==> src/rtl/uart_tx_fifo_pkg.sv <==
// Shared definitions for the UART transmit buffer: ASCII constants and drain-FSM encodings.
package uart_tx_fifo_pkg;

    localparam logic [7:0] ASCII_LF = 8'h0A;
    localparam logic [7:0] ASCII_CR = 8'h0D;

    typedef enum logic [1:0] {
        TXF_IDLE      = 2'd0,
        TXF_SEND      = 2'd1,
        TXF_WAIT_LOW  = 2'd2,
        TXF_WAIT_HIGH = 2'd3
    } txf_state_t;

    function automatic logic is_lf(input logic [7:0] b);
        return (b == ASCII_LF);
    endfunction

endpackage

==> src/rtl/uart_tx_fifo_if.sv <==
// Send/ready handshake between the transmit buffer and the UART controller.
interface uart_tx_fifo_if;
    logic [7:0] tx_dat;
    logic       tx_send;
    logic       tx_ready;

    modport master (output tx_dat, output tx_send, input tx_ready);
    modport slave  (input tx_dat, input tx_send, output tx_ready);
endinterface

==> src/rtl/uart_tx_fifo_sync_fifo.sv <==
// DEPTH x 8 synchronous FIFO with registered occupancy flags; writes while full and reads while empty are ignored.
module sync_fifo #(
    parameter int DEPTH = 16
) (
    input  logic                   clk,
    input  logic                   rst_n,
    input  logic                   wr_en,
    input  logic [7:0]             wr_data,
    input  logic                   rd_en,
    output logic [7:0]             rd_data,
    output logic                   full,
    output logic                   empty,
    output logic [$clog2(DEPTH):0] count
);
    localparam int AW = $clog2(DEPTH);
    localparam int CW = AW + 1;

    logic [7:0]    mem [DEPTH];
    logic [AW-1:0] wr_ptr;
    logic [AW-1:0] rd_ptr;
    logic [CW-1:0] count_nxt;
    logic          push;
    logic          pop;

    assign push    = wr_en && !full;
    assign pop     = rd_en && !empty;
    assign rd_data = mem[rd_ptr];

    always_comb begin
        count_nxt = count;
        case ({push, pop})
            2'b10:   count_nxt = count + CW'(1);
            2'b01:   count_nxt = count - CW'(1);
            default: count_nxt = count;
        endcase
    end

    // Storage carries no reset; only pointers and flags define validity.
    always_ff @(posedge clk) begin
        if (push) begin
            mem[wr_ptr] <= wr_data;
        end
    end

    always_ff @(posedge clk or negedge rst_n) begin
        if (!rst_n) begin
            wr_ptr <= '0;
            rd_ptr <= '0;
            count  <= '0;
            full   <= 1'b0;
            empty  <= 1'b1;
        end else begin
            if (push) wr_ptr <= wr_ptr + AW'(1);
            if (pop)  rd_ptr <= rd_ptr + AW'(1);
            count <= count_nxt;
            full  <= (count_nxt == CW'(DEPTH));
            empty <= (count_nxt == '0);
        end
    end

endmodule

==> src/rtl/uart_tx_fifo.sv <==
// Buffers characters for the UART controller and drains them over the send/ready handshake.
// Define UART_TX_CRLF_EN to expand each LF into CR LF on the way out.
module uart_tx_fifo
    import uart_tx_fifo_pkg::*;
#(
    parameter int DEPTH        = 16,
    parameter int BUSY_TIMEOUT = 16
) (
    input  logic                   CLK100MHZ,
    input  logic                   rst_n,
    input  logic [7:0]             char_in,
    input  logic                   char_wen,
    output logic                   full,
    output logic                   empty,
    output logic [$clog2(DEPTH):0] count,
    output logic                   overflow,
    input  logic                   ovf_clr,
    uart_tx_fifo_if.master         tx,
    output logic [1:0]             debug_state
);
    localparam int TW = (BUSY_TIMEOUT > 1) ? $clog2(BUSY_TIMEOUT) : 1;
    localparam logic [TW-1:0] TO_LAST = TW'(BUSY_TIMEOUT - 1);

    txf_state_t    state;
    txf_state_t    state_nxt;
    logic [TW-1:0] to_cnt;
    logic [7:0]    head;
    logic [7:0]    send_byte;
    logic          pop;
    logic          load_dat;
    logic          insert_cr;
    logic          drop;

    sync_fifo #(.DEPTH(DEPTH)) u_fifo (
        .clk     (CLK100MHZ),
        .rst_n   (rst_n),
        .wr_en   (char_wen),
        .wr_data (char_in),
        .rd_en   (pop),
        .rd_data (head),
        .full    (full),
        .empty   (empty),
        .count   (count)
    );

`ifdef UART_TX_CRLF_EN
    logic cr_flag;

    // The LF stays at the head while its CR goes out, so the flag marks "CR already sent".
    assign insert_cr = is_lf(head) && !cr_flag;

    always_ff @(posedge CLK100MHZ or negedge rst_n) begin
        if (!rst_n) begin
            cr_flag <= 1'b0;
        end else if (state == TXF_SEND) begin
            cr_flag <= insert_cr;
        end
    end
`else
    assign insert_cr = 1'b0;
`endif

    assign send_byte   = insert_cr ? ASCII_CR : head;
    assign drop        = char_wen && full;
    assign tx.tx_send  = (state == TXF_SEND);
    assign debug_state = state;

    always_comb begin
        state_nxt = state;
        pop       = 1'b0;
        load_dat  = 1'b0;
        case (state)
            TXF_IDLE: begin
                if (!empty && tx.tx_ready) begin
                    state_nxt = TXF_SEND;
                    load_dat  = 1'b1;
                end
            end
            TXF_SEND: begin
                pop       = !insert_cr;
                state_nxt = TXF_WAIT_LOW;
            end
            TXF_WAIT_LOW: begin
                // A controller that never drops ready must not stall the drain forever.
                if (!tx.tx_ready) begin
                    state_nxt = TXF_WAIT_HIGH;
                end else if (to_cnt == TO_LAST) begin
                    state_nxt = TXF_IDLE;
                end
            end
            TXF_WAIT_HIGH: begin
                if (tx.tx_ready) begin
                    state_nxt = TXF_IDLE;
                end
            end
            default: state_nxt = TXF_IDLE;
        endcase
    end

    always_ff @(posedge CLK100MHZ or negedge rst_n) begin
        if (!rst_n) begin
            state <= TXF_IDLE;
        end else begin
            state <= state_nxt;
        end
    end

    always_ff @(posedge CLK100MHZ or negedge rst_n) begin
        if (!rst_n) begin
            to_cnt <= '0;
        end else if (state == TXF_SEND) begin
            to_cnt <= '0;
        end else if (state == TXF_WAIT_LOW && tx.tx_ready && to_cnt != TO_LAST) begin
            to_cnt <= to_cnt + TW'(1);
        end
    end

    // Loaded on entry to SEND so the byte is valid during the send pulse.
    always_ff @(posedge CLK100MHZ or negedge rst_n) begin
        if (!rst_n) begin
            tx.tx_dat <= 8'h00;
        end else if (load_dat) begin
            tx.tx_dat <= send_byte;
        end
    end

    always_ff @(posedge CLK100MHZ or negedge rst_n) begin
        if (!rst_n) begin
            overflow <= 1'b0;
        end else if (drop) begin
            overflow <= 1'b1;
        end else if (ovf_clr) begin
            overflow <= 1'b0;
        end
    end

endmodule

==> src/flat_wrapper.sv <==
// flat-port wrapper written by rule: the top's interface ports become plain ports
module uart_tx_fifo_flat import uart_tx_fifo_pkg::*;
#(
    parameter int DEPTH        = 16,
    parameter int BUSY_TIMEOUT = 16
)
  (CLK100MHZ, rst_n, char_in, char_wen, full, empty, count, overflow, ovf_clr, debug_state, tx_tx_dat, tx_tx_send, tx_tx_ready);
  uart_tx_fifo_if tx_i ();
  input  logic CLK100MHZ;
  input  logic rst_n;
  input  logic [7:0] char_in;
  input  logic char_wen;
  output logic full;
  output logic empty;
  output logic [$clog2(DEPTH):0] count;
  output logic overflow;
  input  logic ovf_clr;
  output logic [1:0] debug_state;
  output wire logic [$bits(tx_i.tx_dat)-1:0] tx_tx_dat;
  output wire logic [$bits(tx_i.tx_send)-1:0] tx_tx_send;
  input wire logic [$bits(tx_i.tx_ready)-1:0] tx_tx_ready;
  assign tx_tx_dat = tx_i.tx_dat;
  assign tx_tx_send = tx_i.tx_send;
  assign tx_i.tx_ready = tx_tx_ready;
  uart_tx_fifo #(.DEPTH(DEPTH), .BUSY_TIMEOUT(BUSY_TIMEOUT)) u_core (.CLK100MHZ(CLK100MHZ), .rst_n(rst_n), .char_in(char_in), .char_wen(char_wen), .full(full), .empty(empty), .count(count), .overflow(overflow), .ovf_clr(ovf_clr), .tx(tx_i), .debug_state(debug_state));
endmodule
==> config.mk <==
export PLATFORM = sky130hd
export DESIGN_NAME = uart_tx_fifo_flat
export DESIGN_NICKNAME = d
export VERILOG_FILES = /design/src/rtl/uart_tx_fifo_pkg.sv /design/src/rtl/uart_tx_fifo_if.sv /design/src/rtl/uart_tx_fifo_sync_fifo.sv /design/src/rtl/uart_tx_fifo.sv /design/src/flat_wrapper.sv
export SDC_FILE = /design/constraint.sdc
export NUM_CORES = 1
export LEC_CHECK = 0
export CAP_MARGIN = 40
export CORE_ASPECT_RATIO = 0.9
export CORE_UTILIZATION = 40
export DETAILED_ROUTE_END_ITERATION = 12
export RECOVER_POWER = 25
export SYNTH_ARGS = -nofsm -noshare
export SYNTH_HDL_FRONTEND = slang
export SYNTH_SLANG_ARGS = --single-unit
==> constraint.sdc <==
create_clock -name CLK100MHZ -period 3.38 [get_ports CLK100MHZ]
set_input_delay 0.845 -clock CLK100MHZ [delete_from_list [all_inputs] [get_ports CLK100MHZ]]
set_output_delay 0.845 -clock CLK100MHZ [all_outputs]
set_load 0.1 [all_outputs]
==> impl_metrics.json <==
{
  "outcome": "complete, no violations",
  "nets": 429,
  "overflow": 0,
  "drt_pass1_iterations": 6,
  "drive_gt1_share_pct": 27.5,
  "root_buffer": "clkbuf_16",
  "maxCapViolations": 0,
  "rows": 43,
  "power_leakage_nw": 2.67,
  "wl_per_cell_um": 20.0,
  "fp.dieW_um": 135,
  "avgSynthCellArea_um2": 18.4,
  "wirelength_mm": 12.4,
  "p_total_mw": 7.31,
  "power_density_nw_per_um2": 964,
  "grtUsageTotal_pct": 16.6,
  "slowest_delay_ns": 0.55,
  "synth.distinct_cells": 35,
  "clkSlewWorstSetupHoldPaths_ns": 0.06,
  "initial_core_util_pct": 41.2,
  "worst_setup_path_start_kind": "input pin",
  "finalCriticalPeriod_ns": 3.00,
  "path_buf_inv": 2,
  "min_path_cells": 1,
  "slowest_stage": "dlygate4sd3_1",
  "setup_violations": 0,
  "worstMarginPinSlew_ns": 0.648,
  "drc": 0,
  "antenna_found_initial": 0,
  "htreeDepth": 4,
  "finalHoldViolations": 0,
  "synth_cells": 347,
  "syn-num-nets": 370,
  "synth_warnings": 0,
  "clkLatencyLatePin_ns": 0.42,
  "endpoint_kind": "register",
  "insertedDiodeCount": 0,
  "tns_ns": 0,
  "gp_congestion": 0.754,
  "critical_path.cell_chain": "dlygate4sd3_1 -> nor2b_1 -> inv_1 -> ha_1 -> xor2_1 -> ha_1 -> a21oi_1 -> mux2i_1 -> xnor2_1 -> a311o_1 -> nor2b_1",
  "crit_family": "buffers and inverters",
  "post_cts_resized": 0,
  "hpwl_mm": 7.77,
  "io_pins": 32,
  "port-buffer-count": 31,
  "drt-initial-drc-count": 216,
  "drv_slew": 0,
  "fp.coreArea_um2": 15500,
  "yosysSeqAreaShare_pct": 72.0,
  "path_class": "in -> reg",
  "antenna_left": 0,
  "skew_ns": 0.00684,
  "min_path_type": "reg -> reg",
  "grt_max_degree": 36,
  "r2r_cells": 8,
  "syn_to_final_growth_pct": 18.8,
  "dieArea_um2": 16500,
  "grt_pass1_vias": 3519,
  "max_freq_mhz": 334,
  "ir_drop_mv": 0.725,
  "ys_ff_latch": 158,
  "cp.required_ns": 3.72,
  "cts_hold_buf": 0,
  "critical_path_peak_fanout": 9,
  "post-route-period-util_pct": 88.7,
  "clock_path_buffers": 2,
  "cts_buffers": 17,
  "viasPerCell": 5.22,
  "clock-sinks": 158,
  "post-cts-setup-buffers": 0,
  "dieHeight_um": 122,
  "rsz0062_at_grt": "no",
  "crit_cells": 11,
  "tritoncts": "yes",
  "holdWs_ns": 0.525,
  "vias": 3235,
  "grt_first_pass_wirelength_mm": 19.3,
  "timing.slew.headroom_pct": 56.8,
  "syn_area_um2": 6380,
  "worstPathArrival_ns": 3.34
}
==> final cells by class <==
type,instances,area (um^2)
Clock inverter,13,139
Timing Repair Buffer,58,463
Tap cell,202,253
Fill cell,1312,7910
Clock buffer,18,429
Inverter,6,22.5
Multi-Input combinational cell,165,1680
Sequential cell,158,4600
==> final timing paths <==
path	start	endpoint	slack [ns]
max in group asynchronous	rst_n	u_core.tx.tx_dat[7]	1.65
setup / recovery	char_wen	u_core.u_fifo.full	0.38
hold / removal	u_core.u_fifo.count[4]	u_core.u_fifo.count[4]	0.52
hold reg to reg	u_core.u_fifo.count[4]	u_core.u_fifo.count[4]	0.52
setup reg to reg	u_core.debug_state[1]	u_core.u_fifo.full	0.61
min in group asynchronous	rst_n	u_core.u_fifo.count[1]	0.84
==> registers in the layout (all words and copies together), names as in the netlist <==
register	flops
u_core.u_fifo.full	1
u_core.tx.tx_dat	8
u_core.debug_state	2
u_core.u_fifo.rd_ptr	4
u_core.u_fifo.wr_ptr	4
u_core.to_cnt	4
u_core.u_fifo.empty	1
u_core.overflow	1
u_core.u_fifo.count	5
u_core.u_fifo.mem	128
==> where the power goes <==
group          switching (mW)  internal (mW)  total (mW)
sequential              0.304           2.44        2.75
combinational            1.68           1.03        2.71
clock                   0.768           1.09        1.85
total                    2.75           4.56        7.31
==> metrics by stage <==
| step | worst slack [ns] | utilization (%) | std cells | cell area [um^2] |
|---|---|---|---|---|
| 4_1_cts | 0.447 | 49.1 | 620 | 7600 |
| 3_3_place_gp | 0.117 | 45.4 | 589 | 7030 |
| 5_1_grt | 0.254 | 49.0 | 620 | 7590 |
| 6_report | 0.382 | 49.0 | 620 | 7590 |
| 3_5_place_dp | 0.0285 | 45.4 | 589 | 7030 |
| 2_1_floorplan | 0.320 | - | 347 | 6380 |
==> layout by cell type (no fill, tap or decap), types with 5 or more instances in the layout <==
cell             Yosys  final
xnor2_1             10     10
ha_1                10     10
nor3_1              11     11
nand2_1             17     17
xor2_1               5      5
a221o_1              7      7
clkbuf_16            0     17
mux2i_1              9      9
dfrtp_1             29     28
dlygate4sd3_1        0      6
mux2_2              10     10
clkbuf_1            12      5
edfxtp_1           128    128
buf_4                1     41
nor2_1              22     22
clkdlybuf4s50_1      0      6
mux4_2              32     32
inv_1                6      6
==> cell usage after synthesis (all sizes together) <==
cell / count / area share [%]
edfxtp: 128 / 60
mux4: 32 / 11
dfrtp: 29 / 11
nor2: 22 / 1.3
nand2: 17 / 1.0
clkbuf: 12 / 0.71
nor3: 11 / 0.86
ha: 10 / 2.0
mux2: 10 / 1.8
xnor2: 10 / 1.4
mux2i: 9 / 1.4
a221o: 7 / 1.1
buf: 6 / 0.59
inv: 6 / 0.35
xor2: 5 / 0.69
nand2b: 4 / 0.39
nand4: 4 / 0.49
o21ai: 4 / 0.31
nand3: 3 / 0.24
nand4b: 3 / 0.41
nor2b: 3 / 0.29
a21oi: 2 / 0.16
or4b: 2 / 0.31
a311o: 1 / 0.16
a31o: 1 / 0.14
a32oi: 1 / 0.14
and4b: 1 / 0.16
dfstp: 1 / 0.41
nand4bb: 1 / 0.18
o21a: 1 / 0.14
o311ai: 1 / 0.14
==> logic make-up after synthesis <==
family | count (synthesis) | share of synthesized area (%)
flops | 158 | 72.0
simple gates | 71 | 5.62
mux | 51 | 14.5
buf+inv | 24 | 1.65
compound gates | 18 | 2.27
xor+xnor | 15 | 2.06
fa+ha+maj | 10 | 1.96
==> worst register-to-register path: cells and delay by family, from the launching register on <==
kind	cells	cell delay, ns
compound gates	1	0.35
simple gates	4	0.93
flops	1	0.42
fa+ha+maj	2	0.73
buf+inv	1	0.27
==> metal layers <==
layer / GRT usage, % / vias to the layer above / routed length [um] / part of all wire (%)
li1: - / 1489 / - / -
met1: 21.1 / 1661 / 5560 / 45
met2: 27.4 / 69 / 6090 / 49
met3: 4.12 / 16 / 509 / 4.1
met4: 6.53 / 0 / 231 / 1.9
met5: 0 / - / 0 / 0
No activity file was read; power rests on OpenSTA's default activity.
